**config.mk**
```make
export PLATFORM = sky130hd
export DESIGN_NAME = hazard_ctrl
export DESIGN_NICKNAME = d
export VERILOG_FILES = /design/src/rtl/hazard_ctrl_pkg.sv /design/src/rtl/hazard_fwd_sel.sv /design/src/rtl/hazard_ctrl.sv
export SDC_FILE = /design/constraint.sdc
export NUM_CORES = 1
export LEC_CHECK = 0
export BUFFER_PORTS_ARGS = -buffer_cell sky130_fd_sc_hd__buf_2
export CAP_MARGIN = 15
export CORE_MARGIN = 3
export CORE_UTILIZATION = 36
export DETAILED_ROUTE_END_ITERATION = 16
export PLACE_DENSITY = 0.57
export SETUP_SLACK_MARGIN = 0.05
export SLEW_MARGIN = 20
export SYNTH_ARGS = -nofsm -noshare
export SYNTH_HDL_FRONTEND = slang
export SYNTH_SLANG_ARGS = --single-unit
```
**constraint.sdc**
```tcl
create_clock -name clk -period 1.7 [get_ports clk]
set_clock_uncertainty 0.05 [all_clocks]
set_input_delay 0.255 -clock clk [delete_from_list [all_inputs] [get_ports clk]]
set_output_delay 0.255 -clock clk [all_outputs]
set_load 0.01 [all_outputs]
```
**src/rtl/hazard_ctrl_pkg.sv**
```systemverilog
`default_nettype none
// ============================================================================
// Module   : hazard_ctrl_pkg
// Brief    : Shared types and constants for the hazard/forwarding controller:
//            forwarding-select encoding and stall FSM state encoding.
// Revision : 1.0 - initial release
// ============================================================================
package hazard_ctrl_pkg;

    // EX operand source select
    typedef logic [1:0] fwd_sel_t;

    localparam fwd_sel_t FWD_RF    = 2'b00;  // register file read data
    localparam fwd_sel_t FWD_EXMEM = 2'b01;  // EX/MEM alu_out
    localparam fwd_sel_t FWD_MEMWB = 2'b10;  // MEM/WB write data

    // Load-use stall FSM
    typedef enum logic [0:0] {
        ST_RUN   = 1'b0,
        ST_STALL = 1'b1
    } stall_state_t;

endpackage : hazard_ctrl_pkg
`default_nettype wire

```
**src/rtl/hazard_fwd_sel.sv**
```systemverilog
`default_nettype none
// ============================================================================
// Module   : hazard_fwd_sel
// Brief    : Per-operand forwarding comparator. Compares one EX source
//            register against the MEM and WB destinations; the younger MEM
//            result wins over WB. Register 0 never forwards.
// Ports    : src_valid/src            - EX stage valid and source register
//            mem_valid/_reg_write/_waddr - MEM stage destination state
//            wb_valid/_reg_write/_waddr  - WB stage destination state
//            sel                      - forwarding select (fwd_sel_t)
// Revision : 1.0 - initial release
// ============================================================================
module hazard_fwd_sel
    import hazard_ctrl_pkg::*;
#(
    parameter int REG_ADDR_W = 5
) (
    input  logic                  src_valid,
    input  logic [REG_ADDR_W-1:0] src,
    input  logic                  mem_valid,
    input  logic                  mem_reg_write,
    input  logic [REG_ADDR_W-1:0] mem_waddr,
    input  logic                  wb_valid,
    input  logic                  wb_reg_write,
    input  logic [REG_ADDR_W-1:0] wb_waddr,
    output fwd_sel_t              sel
);

    logic w_mem_hit;
    logic w_wb_hit;

    // A bubble in EX has no real operands, so it never requests forwarding.
    assign w_mem_hit = src_valid & mem_valid & mem_reg_write &
                       (mem_waddr != '0) & (mem_waddr == src);
    assign w_wb_hit  = src_valid & wb_valid & wb_reg_write &
                       (wb_waddr != '0) & (wb_waddr == src);

    always_comb begin
        sel = FWD_RF;
        if (w_mem_hit) begin
            sel = FWD_EXMEM;
        end else if (w_wb_hit) begin
            sel = FWD_MEMWB;
        end
    end

endmodule : hazard_fwd_sel
`default_nettype wire

```
**src/rtl/hazard_ctrl.sv**
```systemverilog
`default_nettype none
// ============================================================================
// Module   : hazard_ctrl
// Brief    : Pipeline hazard and forwarding controller for the 5-stage MIPS
//            core. Shadows EX/MEM/WB destination state and produces PC and
//            IF/ID hold, ID/EX bubble, redirect flushes and EX forwarding.
// Ports    : clk, arst_n (async active-low), enable (global run)
//            id_*            - decoded ID-stage instruction fields
//            redirect        - taken branch/jump resolved at FLUSH_DEPTH
//            pc_en, if_id_en - front-end update enables
//            if_id_flush, id_ex_bubble, ex_mem_flush - squash controls
//            fwd_a, fwd_b    - EX operand source selects
// Options  : HAZARD_CTRL_PERF_EN adds stall_cnt, flush_cnt, fwd_cnt
//            (CNT_W-bit saturating event counters).
// Revision : 1.0 - initial release
// ============================================================================
module hazard_ctrl
    import hazard_ctrl_pkg::*;
#(
    parameter int REG_ADDR_W  = 5,
    parameter int LOAD_STALL  = 1,   // 1..3
    parameter int FLUSH_DEPTH = 3,   // 2 = EX resolve, 3 = MEM resolve
    parameter int CNT_W       = 16
) (
    input  logic                  clk,
    input  logic                  arst_n,
    input  logic                  enable,
    input  logic [REG_ADDR_W-1:0] id_rs,
    input  logic [REG_ADDR_W-1:0] id_rt,
    input  logic                  id_uses_rs,
    input  logic                  id_uses_rt,
    input  logic [REG_ADDR_W-1:0] id_waddr,
    input  logic                  id_reg_write,
    input  logic                  id_mem_read,
    input  logic                  redirect,
    output logic                  pc_en,
    output logic                  if_id_en,
    output logic                  if_id_flush,
    output logic                  id_ex_bubble,
    output logic                  ex_mem_flush,
    output logic [1:0]            fwd_a,
    output logic [1:0]            fwd_b
`ifdef HAZARD_CTRL_PERF_EN
    ,
    output logic [CNT_W-1:0]      stall_cnt,
    output logic [CNT_W-1:0]      flush_cnt,
    output logic [CNT_W-1:0]      fwd_cnt
`endif
);

    localparam int       c_SCNT_W     = 2;
    localparam logic     c_FLUSH_MEM  = (FLUSH_DEPTH == 3);
    localparam logic     c_MULTI_STALL = (LOAD_STALL > 1);
    localparam logic [c_SCNT_W-1:0] c_STALL_RELOAD = c_SCNT_W'(LOAD_STALL - 1);

    // ------------------------------------------------------------------
    // Shadow pipe. The load flag is only kept for EX: it is the only
    // stage a load-use hazard is detected against.
    // ------------------------------------------------------------------
    logic                  r_ex_valid;
    logic [REG_ADDR_W-1:0] r_ex_waddr;
    logic                  r_ex_reg_write;
    logic                  r_ex_mem_read;
    logic [REG_ADDR_W-1:0] r_ex_rs;
    logic [REG_ADDR_W-1:0] r_ex_rt;

    logic                  r_mem_valid;
    logic [REG_ADDR_W-1:0] r_mem_waddr;
    logic                  r_mem_reg_write;

    logic                  r_wb_valid;
    logic [REG_ADDR_W-1:0] r_wb_waddr;
    logic                  r_wb_reg_write;

    stall_state_t          r_state;
    stall_state_t          w_next_state;
    logic [c_SCNT_W-1:0]   r_scnt;
    logic [c_SCNT_W-1:0]   w_next_scnt;

    logic                  w_load_use;
    logic                  w_stall;

    assign w_load_use = r_ex_valid & r_ex_mem_read & (r_ex_waddr != '0) &
                        ((id_uses_rs & (id_rs == r_ex_waddr)) |
                         (id_uses_rt & (id_rt == r_ex_waddr)));

    // ------------------------------------------------------------------
    // Stall FSM: next state and pipeline control outputs
    // ------------------------------------------------------------------
    always_comb begin
        w_next_state = r_state;
        w_next_scnt  = r_scnt;
        w_stall      = 1'b0;
        pc_en        = 1'b1;
        if_id_en     = 1'b1;
        if_id_flush  = 1'b0;
        id_ex_bubble = 1'b0;
        ex_mem_flush = 1'b0;

        if (!enable) begin
            pc_en    = 1'b0;
            if_id_en = 1'b0;
        end else if (redirect) begin
            // Redirect squashes the stalled instruction anyway, so it
            // overrides the stall and the front end fetches the target.
            if_id_flush  = 1'b1;
            id_ex_bubble = 1'b1;
            ex_mem_flush = c_FLUSH_MEM;
            w_next_state = ST_RUN;
            w_next_scnt  = '0;
        end else begin
            case (r_state)
                ST_RUN: begin
                    if (w_load_use) begin
                        w_stall = 1'b1;
                        if (c_MULTI_STALL) begin
                            w_next_state = ST_STALL;
                            w_next_scnt  = c_STALL_RELOAD;
                        end
                    end
                end
                ST_STALL: begin
                    w_stall     = 1'b1;
                    w_next_scnt = r_scnt - 1'b1;
                    if (r_scnt == c_SCNT_W'(1)) begin
                        w_next_state = ST_RUN;
                    end
                end
                default: begin
                    w_next_state = ST_RUN;
                    w_next_scnt  = '0;
                end
            endcase
        end

        if (w_stall) begin
            pc_en        = 1'b0;
            if_id_en     = 1'b0;
            id_ex_bubble = 1'b1;
        end
    end

    always_ff @(posedge clk or negedge arst_n) begin
        if (!arst_n) begin
            r_state <= ST_RUN;
            r_scnt  <= '0;
        end else if (enable) begin
            r_state <= w_next_state;
            r_scnt  <= w_next_scnt;
        end
    end

    // ------------------------------------------------------------------
    // Shadow pipe advance
    // ------------------------------------------------------------------
    always_ff @(posedge clk or negedge arst_n) begin
        if (!arst_n) begin
            r_ex_valid      <= 1'b0;
            r_ex_waddr      <= '0;
            r_ex_reg_write  <= 1'b0;
            r_ex_mem_read   <= 1'b0;
            r_ex_rs         <= '0;
            r_ex_rt         <= '0;
            r_mem_valid     <= 1'b0;
            r_mem_waddr     <= '0;
            r_mem_reg_write <= 1'b0;
            r_wb_valid      <= 1'b0;
            r_wb_waddr      <= '0;
            r_wb_reg_write  <= 1'b0;
        end else if (enable) begin
            r_ex_valid      <= ~id_ex_bubble;
            r_ex_waddr      <= id_waddr;
            r_ex_reg_write  <= id_reg_write;
            r_ex_mem_read   <= id_mem_read;
            r_ex_rs         <= id_rs;
            r_ex_rt         <= id_rt;
            r_mem_valid     <= r_ex_valid & ~ex_mem_flush;
            r_mem_waddr     <= r_ex_waddr;
            r_mem_reg_write <= r_ex_reg_write;
            r_wb_valid      <= r_mem_valid;
            r_wb_waddr      <= r_mem_waddr;
            r_wb_reg_write  <= r_mem_reg_write;
        end
    end

    // ------------------------------------------------------------------
    // Forwarding selects
    // ------------------------------------------------------------------
    hazard_fwd_sel #(
        .REG_ADDR_W (REG_ADDR_W)
    ) u_fwd_a (
        .src_valid     (r_ex_valid),
        .src           (r_ex_rs),
        .mem_valid     (r_mem_valid),
        .mem_reg_write (r_mem_reg_write),
        .mem_waddr     (r_mem_waddr),
        .wb_valid      (r_wb_valid),
        .wb_reg_write  (r_wb_reg_write),
        .wb_waddr      (r_wb_waddr),
        .sel           (fwd_a)
    );

    hazard_fwd_sel #(
        .REG_ADDR_W (REG_ADDR_W)
    ) u_fwd_b (
        .src_valid     (r_ex_valid),
        .src           (r_ex_rt),
        .mem_valid     (r_mem_valid),
        .mem_reg_write (r_mem_reg_write),
        .mem_waddr     (r_mem_waddr),
        .wb_valid      (r_wb_valid),
        .wb_reg_write  (r_wb_reg_write),
        .wb_waddr      (r_wb_waddr),
        .sel           (fwd_b)
    );

`ifdef HAZARD_CTRL_PERF_EN
    // ------------------------------------------------------------------
    // Saturating event counters
    // ------------------------------------------------------------------
    logic [CNT_W-1:0] r_stall_cnt;
    logic [CNT_W-1:0] r_flush_cnt;
    logic [CNT_W-1:0] r_fwd_cnt;
    logic             w_fwd_any;

    assign w_fwd_any = (fwd_a != FWD_RF) | (fwd_b != FWD_RF);

    always_ff @(posedge clk or negedge arst_n) begin
        if (!arst_n) begin
            r_stall_cnt <= '0;
            r_flush_cnt <= '0;
            r_fwd_cnt   <= '0;
        end else if (enable) begin
            if (w_stall && (r_stall_cnt != '1)) begin
                r_stall_cnt <= r_stall_cnt + 1'b1;
            end
            if (redirect && (r_flush_cnt != '1)) begin
                r_flush_cnt <= r_flush_cnt + 1'b1;
            end
            if (w_fwd_any && (r_fwd_cnt != '1)) begin
                r_fwd_cnt <= r_fwd_cnt + 1'b1;
            end
        end
    end

    assign stall_cnt = r_stall_cnt;
    assign flush_cnt = r_flush_cnt;
    assign fwd_cnt   = r_fwd_cnt;
`endif

endmodule : hazard_ctrl
`default_nettype wire

```
# [After elaboration in Yosys (flattened, before gate mapping)]
# Index checks and enable logic that the tools add are counted.
[op_classes] add_sub_neg=1 n_eq_ne=7 muxes=18 bitwise_logic=20 reduce_logical=5
[ops] cell="$eq 5x5->1" n=6
[ops] cell="$and 1x1->1" n=16
[ops] cell="$reduce_bool 5->1" n=3
[ops] cell="$mux 2" n=6
[ops] cell="$mux 1" n=11
[ops] cell="$not 1->1" n=3
[ops] cell="$eq 2x1->1 const B" n=1
[ops] cell="$pmux 1 s2" n=1
[ops] cell="$reduce_and 2->1" n=1
[ops] cell="$reduce_bool 2->1" n=1
[ops] cell="$sub 2x1->2 const B" n=1
[ops] cell="$or 1x1->1" n=1
[totals] reg_bits=35 input_bits=23 wordCells=65

# [Depth between registers and ports, before layout]
# Gate-level depths: netlist (run 1).
[depth] depth_word=10 ltp_mapped=5 ltp_nobuf=5

# [Hierarchy]
# From an unflattened synthesis (run 1), not the netlist that was laid out.
[hier_totals] hier_cells=152 hier_area_um2=1826.8
[modules_own_cells] mod="hazard_ctrl" n_inst=1 cells_each=110 area_each_um2=1506.4 seq_area_each_um2=875.8
[modules_own_cells] mod="hazard_fwd_sel" n_inst=2 cells_each=21 area_each_um2=160.2 seq_area_each_um2=0.0

# [Least setup slack after synthesis (run 1)]
# OpenSTA, ideal clock, no wires.
[synth_timing] kind="reg2out" startpoint="reg r_mem_waddr[1]" endpoint="out fwd_a[1]" t_arrival_ps=1607 t_required_ps=1395 setup_slack_ps=-212 stages_incl_launch_ff=5 path_buffers=0 cell_sequence="dfrtp_1 or4_1 o2111ai_2 nor4_2 nor4_2"
[synth_between] elab_chain_len=4 elab_cells_between_ends=5
[synth_rtl] item="start: declaration" line="hazard_ctrl.sv:68" rtl="logic [REG_ADDR_W-1:0] r_mem_waddr;"
[synth_rtl] item="start signal: assignment" line="hazard_ctrl.sv:178" rtl="r_mem_waddr <= r_ex_waddr;"
[synth_rtl] item="$reduce_bool 5->1" line="hazard_fwd_sel.sv:34" rtl="(mem_waddr != '0) & (mem_waddr == src);"
[synth_rtl] item="$and 1x1->1" line="hazard_fwd_sel.sv:33" rtl="assign w_mem_hit = src_valid & mem_valid & mem_reg_write &"
[synth_rtl] item="$and 1x1->1 (*)" line="hazard_fwd_sel.sv:34"
[synth_rtl] item="via u_fwd_a.w_mem_hit" line="hazard_fwd_sel.sv:29" rtl="logic w_mem_hit;"
[synth_rtl] item="$mux 2 (*)" line="hazard_fwd_sel.sv:40" rtl="if (w_mem_hit) begin"
[synth_rtl] item="end: declaration" line="hazard_ctrl.sv:41" rtl="output logic [1:0] fwd_a,"
# Mark *: on every way through the listed nets, which the timed path passes. The rest lies on a longest branch.

# [Final worst setup path (run 1)]
[layout_timing] startpoint="reg r_wb_waddr[0]" endpoint="out fwd_b[1]"
[layout_between] elab_chain_len=5 elab_cells_between_ends=6
[layout_rtl] item="start: declaration" line="hazard_ctrl.sv:72" rtl="logic [REG_ADDR_W-1:0] r_wb_waddr;"
[layout_rtl] item="start signal: assignment" line="hazard_ctrl.sv:181" rtl="r_wb_waddr <= r_mem_waddr;"
[layout_rtl] item="$reduce_bool 5->1" line="hazard_fwd_sel.sv:36" rtl="(wb_waddr != '0) & (wb_waddr == src);"
[layout_rtl] item="$and 1x1->1" line="hazard_fwd_sel.sv:35" rtl="assign w_wb_hit = src_valid & wb_valid & wb_reg_write &"
[layout_rtl] item="$and 1x1->1 (*)" line="hazard_fwd_sel.sv:36"
[layout_rtl] item="$mux 2 (*)" line="hazard_fwd_sel.sv:42" rtl="end else if (w_wb_hit) begin"
[layout_rtl] item="$mux 2 (*)" line="hazard_fwd_sel.sv:40"
[layout_rtl] item="end: declaration" line="hazard_ctrl.sv:42" rtl="output logic [1:0] fwd_b"
# Mark *: on every way between the ends. The rest lies on a longest branch, timed or not.

==> out/metrics.cfg, run 1 <==
[setup_path]
crit_required_ns=1.39
r2r_cells=5
cp_top_family=simple AND/OR/NAND/NOR gates
r2r_start=r_ex_waddr[2]$_DFFE_PN0P_
cp.arrival_ns=1.91
critPathMaxStageDelay_ns=0.49
crit_type=flop to primary output
crit_buf_inv=2
crit_path_end_kind=primary output
start_kind=flop
worstPathMaxFanout=4
cp-startpoint=r_wb_waddr[0]$_DFFE_PN0P_
regToRegSetupSlack_ns=0.05
r2r-end=r_ex_valid$_DFFE_PN0P_
path_cells=buf_4 > xor2_1 > or4_4 > nor4_4 > buf_2
crit_path_top_delay_cell=or4_4

[power_and_ir_drop]
power.density_mw_per_mm2=915
p_sw_uw=659
irDropWorstVdd_uv=512
p_sw_frac=0.297
p_clk_frac=0.246
power_leakage_uw=0.00107
seqPwrFrac=0.478
combPwrFrac=0.276
internal_power_uw=1560

[outcome]
violations=negative setup slack
status=complete, but fails checks

[clocking]
cts_made_buffers=5
clockBufferDepth=2
clockRootBuffer=clkbuf_8
clkSinkCount=35
clk_latency_ns=0.28
path_clk_slew_ns=0.07
htree_levels=2
tritoncts=built

[cells_and_area]
drive_gt1_frac=0.567
regArea_sq_um=878
final_cell_area_sq_mm=0.00242
diodes=0
fill_cells=457
layout.nets=228
multi_input_area_sq_um=990
syn2layout_area_growth_pct=33.0

[synth]
yosysTopAreaCell=dfrtp_1
synth_top_area_share=0.481
synth_commonest_cells=dfrtp_1, mux2_2, xor2_1
synth_most_common_cell=dfrtp_1
synth.cell_area_sq_mm=0.00182
synth_area_leaders=dfrtp_1, mux2_2, xor2_1
async_flop_share=1.00
yosysUniqueCellTypes=30
synthCells=145
ys.warnings.count=0
syn_area_per_cell_sq_um=12.6
ys_ff_latch=35
synth_top_flop_cell=dfrtp_1
synthesis.nets=169
synth_edf_count=0
synth_seq_area_share=0.481

[place]
gp_congestion=0.815
dpl.hpwl_mm=3.18
numPortBuffers=31
dpl_cell_area_sq_mm=0.00221

[floorplan]
rows=25
core_sq_mm=0.00482
die_w_um=77.1
fp.dieH_um=77.1
die-area_sq_mm=0.00595
io_pins=32
start_util=0.378

[routing]
viasPerCell=4.89
wl_per_cell_um=15.9
dr.pass1.iters=4
drtIter0Drc=54
wirelength_mm=4.29
postRouteAntennaNets=0
drc=0
vias=1320

[timing]
period_share=1.31
worst-slew-pin-transition_ns=0.461
rsz0062_at_grt=yes
timing.hold.ws_ns=0.150
setup_violations=7
fin_crit_ns=2.22
maxSlewViolCount=0
hold_violations=0
max_freq_mhz=451
relSlewSlack=0.693
fin_ws_ns=-0.519

[hold_path]
hp-start=id_waddr[4]
holdPathEnd=r_ex_waddr[4]$_DFFE_PN0P_
min_path_cells=2
hold_path_class=input pin to flop

[flow_run]
drv_cap=0

[global_routing]
grt_pass1_wl_mm=7.23
grt_pass1_vias=1444
antenna_found_initial=0
grt.overflow.total=0
grt_max_degree=36
grt_usage=0.157

metal layers:
metal | track usage | up-vias | part of all wire
li1 | - | 634 | -
met1 | 0.206 | 655 | 0.46
met2 | 0.257 | 24 | 0.50
met3 | 0.0399 | 7 | 0.029
met4 | 0.0374 | 0 | 0.013
met5 | 0 | - | 0
cell type report:
class | count | share of cell area
multi-input cells | 98 | 0.409
flip-flops and latches | 35 | 0.363
repair buffers | 61 | 0.160
well taps | 67 | 0.0346
clock buffers | 6 | 0.0300
inverters | 3 | 0.00465
flip-flops by register name, summed over array words and instances, names as in the netlist, 2 cells and up:
name and count:
r_wb_waddr 5, r_ex_rs 5, r_mem_waddr 5, r_scnt 2, r_ex_rt 5, r_ex_waddr 5
how the worst max path moves through the flow:
stage	endpoint	slack (ns)	cells past startpoint
after floorplan	pc_en	-0.13	4
after global placement	fwd_a[1]	-0.21	5
after detailed placement	pc_en	-0.27	5
after CTS	fwd_b[1]	-0.54	5
after global routing	fwd_b[1]	-0.62	5
final	fwd_b[1]	-0.52	5
power by group through the flow:
stage / combinational (uW) / sequential, uW / clock (uW)
global route: 668 / 1070 / 597
finish: 611 / 1060 / 546
floorplan: 302 / 1060 / 0
CTS: 588 / 1050 / 569
global placement: 523 / 1060 / 0
detailed placement: 536 / 1060 / 0
cells in the final DEF (no fill, tap or decap), types with 3 or more instances in the layout:
| master | count |
|---|---|
| dfrtp_1 | 33 |
| buf_2 | 31 |
| mux2_2 | 30 |
| buf_4 | 28 |
| xor2_1 | 21 |
| xnor2_1 | 5 |
| clkbuf_8 | 5 |
| or4_4 | 4 |
| nor4_2 | 4 |
| nor2_1 | 4 |
| inv_1 | 3 |
| xnor2_2 | 3 |
through the flow:
stage          setup slack [ns]  TNS [ns]  cells  utilization  total power, uW
6_report                 -0.519     -3.13    270        0.503             2220
5_1_grt                  -0.624     -3.75    270        0.503             2340
3_3_place_gp             -0.210    -0.911    259        0.459             1580
3_5_place_dp             -0.269     -1.28    259        0.459             1600
2_1_floorplan            -0.128    -0.285    145            -             1360
4_1_cts                  -0.538     -3.26    270        0.493             2210
what timing repair did:
action,4_1_cts,5_1_grt
endpoints found under the setup margin,8,8
endpoints found under the hold margin,35,0
pin swaps,7,4
resized for setup,8,9
hold buffers,1,0
buffers inserted,4,0
cell families after synthesis:
| logic type | synth area share |
|---|---|
| AOI/OAI and AO/OA | 0.0618 |
| xor gates and xnor gates | 0.144 |
| adders and majority gates | 0.00687 |
| buffers and inverters | 0.0330 |
| DFF | 0.481 |
| muxes | 0.185 |
| and+or+nand+nor | 0.0879 |
No activity file was read; power rests on OpenSTA's default activity.
==> run 2: changes to the inputs <==
--- a/config.mk
+++ b/config.mk
@@ -14,3 +14,2 @@
 export SETUP_SLACK_MARGIN = 0.05
-export SLEW_MARGIN = 20
 export SYNTH_ARGS = -nofsm -noshare
==> constraint.sdc (replaced) <==
create_clock -name clk -period 1.7 [get_ports clk]
set_clock_uncertainty 0.05 [all_clocks]
set_input_delay 0.085 -clock clk [delete_from_list [all_inputs] [get_ports clk]]
set_output_delay 0.085 -clock clk [all_outputs]
set_load 0.01 [all_outputs]
==> out/metrics.cfg, run 2 (synthesized netlist as in run 1, its figures left out) <==
[outcome]
status=complete, but fails checks
violations=negative setup slack

[setup_path]
r2r-end=r_ex_valid$_DFFE_PN0P_
worstPathMaxFanout=4
cp.arrival_ns=1.89
critPathMaxStageDelay_ns=0.42
cp_top_family=compound AO/OA/AOI/OAI gates
r2r_cells=4
cp-startpoint=r_ex_waddr[3]$_DFFE_PN0P_
crit_buf_inv=1
path_cells=xor2_1 > nor4_2 > a32oi_1 > o311a_1 > buf_2
regToRegSetupSlack_ns=0.10
crit_path_end_kind=primary output
crit_type=flop to primary output
crit_required_ns=1.56
r2r_start=r_ex_waddr[3]$_DFFE_PN0P_
crit_path_top_delay_cell=dfrtp_1
start_kind=flop

[routing]
vias=1301
dr.pass1.iters=4
wl_per_cell_um=15.3
wirelength_mm=4.07
postRouteAntennaNets=0
viasPerCell=4.89
drtIter0Drc=48
drc=0

[timing]
period_share=1.19
worst-slew-pin-transition_ns=0.783
fin_ws_ns=-0.325
hold_violations=0
rsz0062_at_grt=yes
setup_violations=7
max_freq_mhz=494
timing.hold.ws_ns=0.0182
relSlewSlack=0.478
fin_crit_ns=2.02
maxSlewViolCount=0

[global_routing]
use_met2=0.216
grt_pass1_vias=1375
busiest_layer=met2
grt.overflow.total=0
met1_usage=0.210
grt_usage=0.147
antenna_found_initial=0
gr-usage-met3=0.0434
grt_max_degree=36
grt_pass1_wl_mm=6.88

[power_and_ir_drop]
power.density_mw_per_mm2=921
internal_power_uw=1520
fin_total_pwr_uw=2160
power_leakage_uw=0.00102
p_clk_frac=0.270
p_sw_uw=644
p_sw_frac=0.298
irDropWorstVdd_uv=418
combPwrFrac=0.240
seqPwrFrac=0.490

[floorplan]
rows=25
core_sq_mm=0.00482
fp.dieH_um=77.1
io_pins=32
die-area_sq_mm=0.00595
die_w_um=77.1
start_util=0.378

[place]
dpl.hpwl_mm=3.04
gp_congestion=0.794
dp_slack_ns=-0.0940
numPortBuffers=31

[clocking]
clkSinkCount=35
clk_latency_ns=0.29
htree_levels=2
cts_made_buffers=5
clockBufferDepth=2
path_clk_slew_ns=0.07
clockRootBuffer=clkbuf_8
tritoncts=built

[hold_path]
holdPathEnd=r_ex_rs[0]$_DFFE_PN0P_
min_path_cells=2
hp-start=id_rs[0]
hold_path_class=input pin to flop

[cells_and_area]
diodes=0
final_common_cell=dfrtp_1
layout.nets=222
fin_util=0.488
drive_gt1_frac=0.462
final_cell_mix=dfrtp_1, buf_2, mux2_2
syn2layout_area_growth_pct=29.0
fill_cells=466

[flow_run]
drv_cap=0

run 2: cell types whose count changed in the layout (fill, tap and decap cells not counted), moves of 2 or more:
| cell | before | now |
|---|---|---|
| buf_4 | 28 | 14 |
| dfrtp_1 | 33 | 35 |
| dfrtp_2 | 2 | 0 |
| dlygate4sd3_1 | 1 | 9 |
| xnor2_1 | 5 | 8 |
| xnor2_2 | 3 | 0 |
run 2: per-stage QoR:
step / TNS, ns / instances / cell area, sq um
after detailed placement: -0.294 / 248 / 2130
after global routing: -2.24 / 266 / 2350
final: -1.70 / 266 / 2350
after floorplan: 0 / 145 / 1820
after global placement: -0.190 / 248 / 2130
after CTS: -1.97 / 266 / 2330
run 2: power groups by stage:
stage	registers (uW)	clock network (uW)	logic [uW]
after floorplan	1060	0	293
after global placement	1070	0	464
after detailed placement	1070	0	472
after CTS	1060	600	507
after global routing	1080	629	573
final	1060	584	520
run 2: worst max-delay path by stage:
stage          cells past startpoint  endpoint
6_report                           5  if_id_en
5_1_grt                            5     pc_en
4_1_cts                            5  if_id_en
3_5_place_dp                       5  fwd_a[1]
3_3_place_gp                       5     pc_en
2_1_floorplan                      5     pc_en
run 2: layout make-up:
| type | instances | area [sq um] | area share |
|---|---|---|---|
| repair buffers | 55 | 370 | 0.158 |
| inverters | 3 | 11.3 | 0.00479 |
| well taps | 67 | 83.8 | 0.0357 |
| clock buffers | 7 | 76.3 | 0.0325 |
| clock inverters | 1 | 5.00 | 0.00213 |
| multi-input cells | 98 | 927 | 0.395 |
| flip-flops and latches | 35 | 876 | 0.373 |
run 2: repair_timing:
action / CTS / global route
gates resized for setup: 3 / 4
setup endpoints to repair: 8 / 8
hold buffers: 9 / 0
hold endpoints to repair: 43 / 0
pin swaps: 9 / 3
buffers inserted: 1 / 0
run 2: layer usage:
metal | up-vias | part of all wire
li1 | 622 | -
met4 | 0 | 0.011
met2 | 21 | 0.46
met3 | 5 | 0.038
met1 | 653 | 0.49
met5 | - | 0
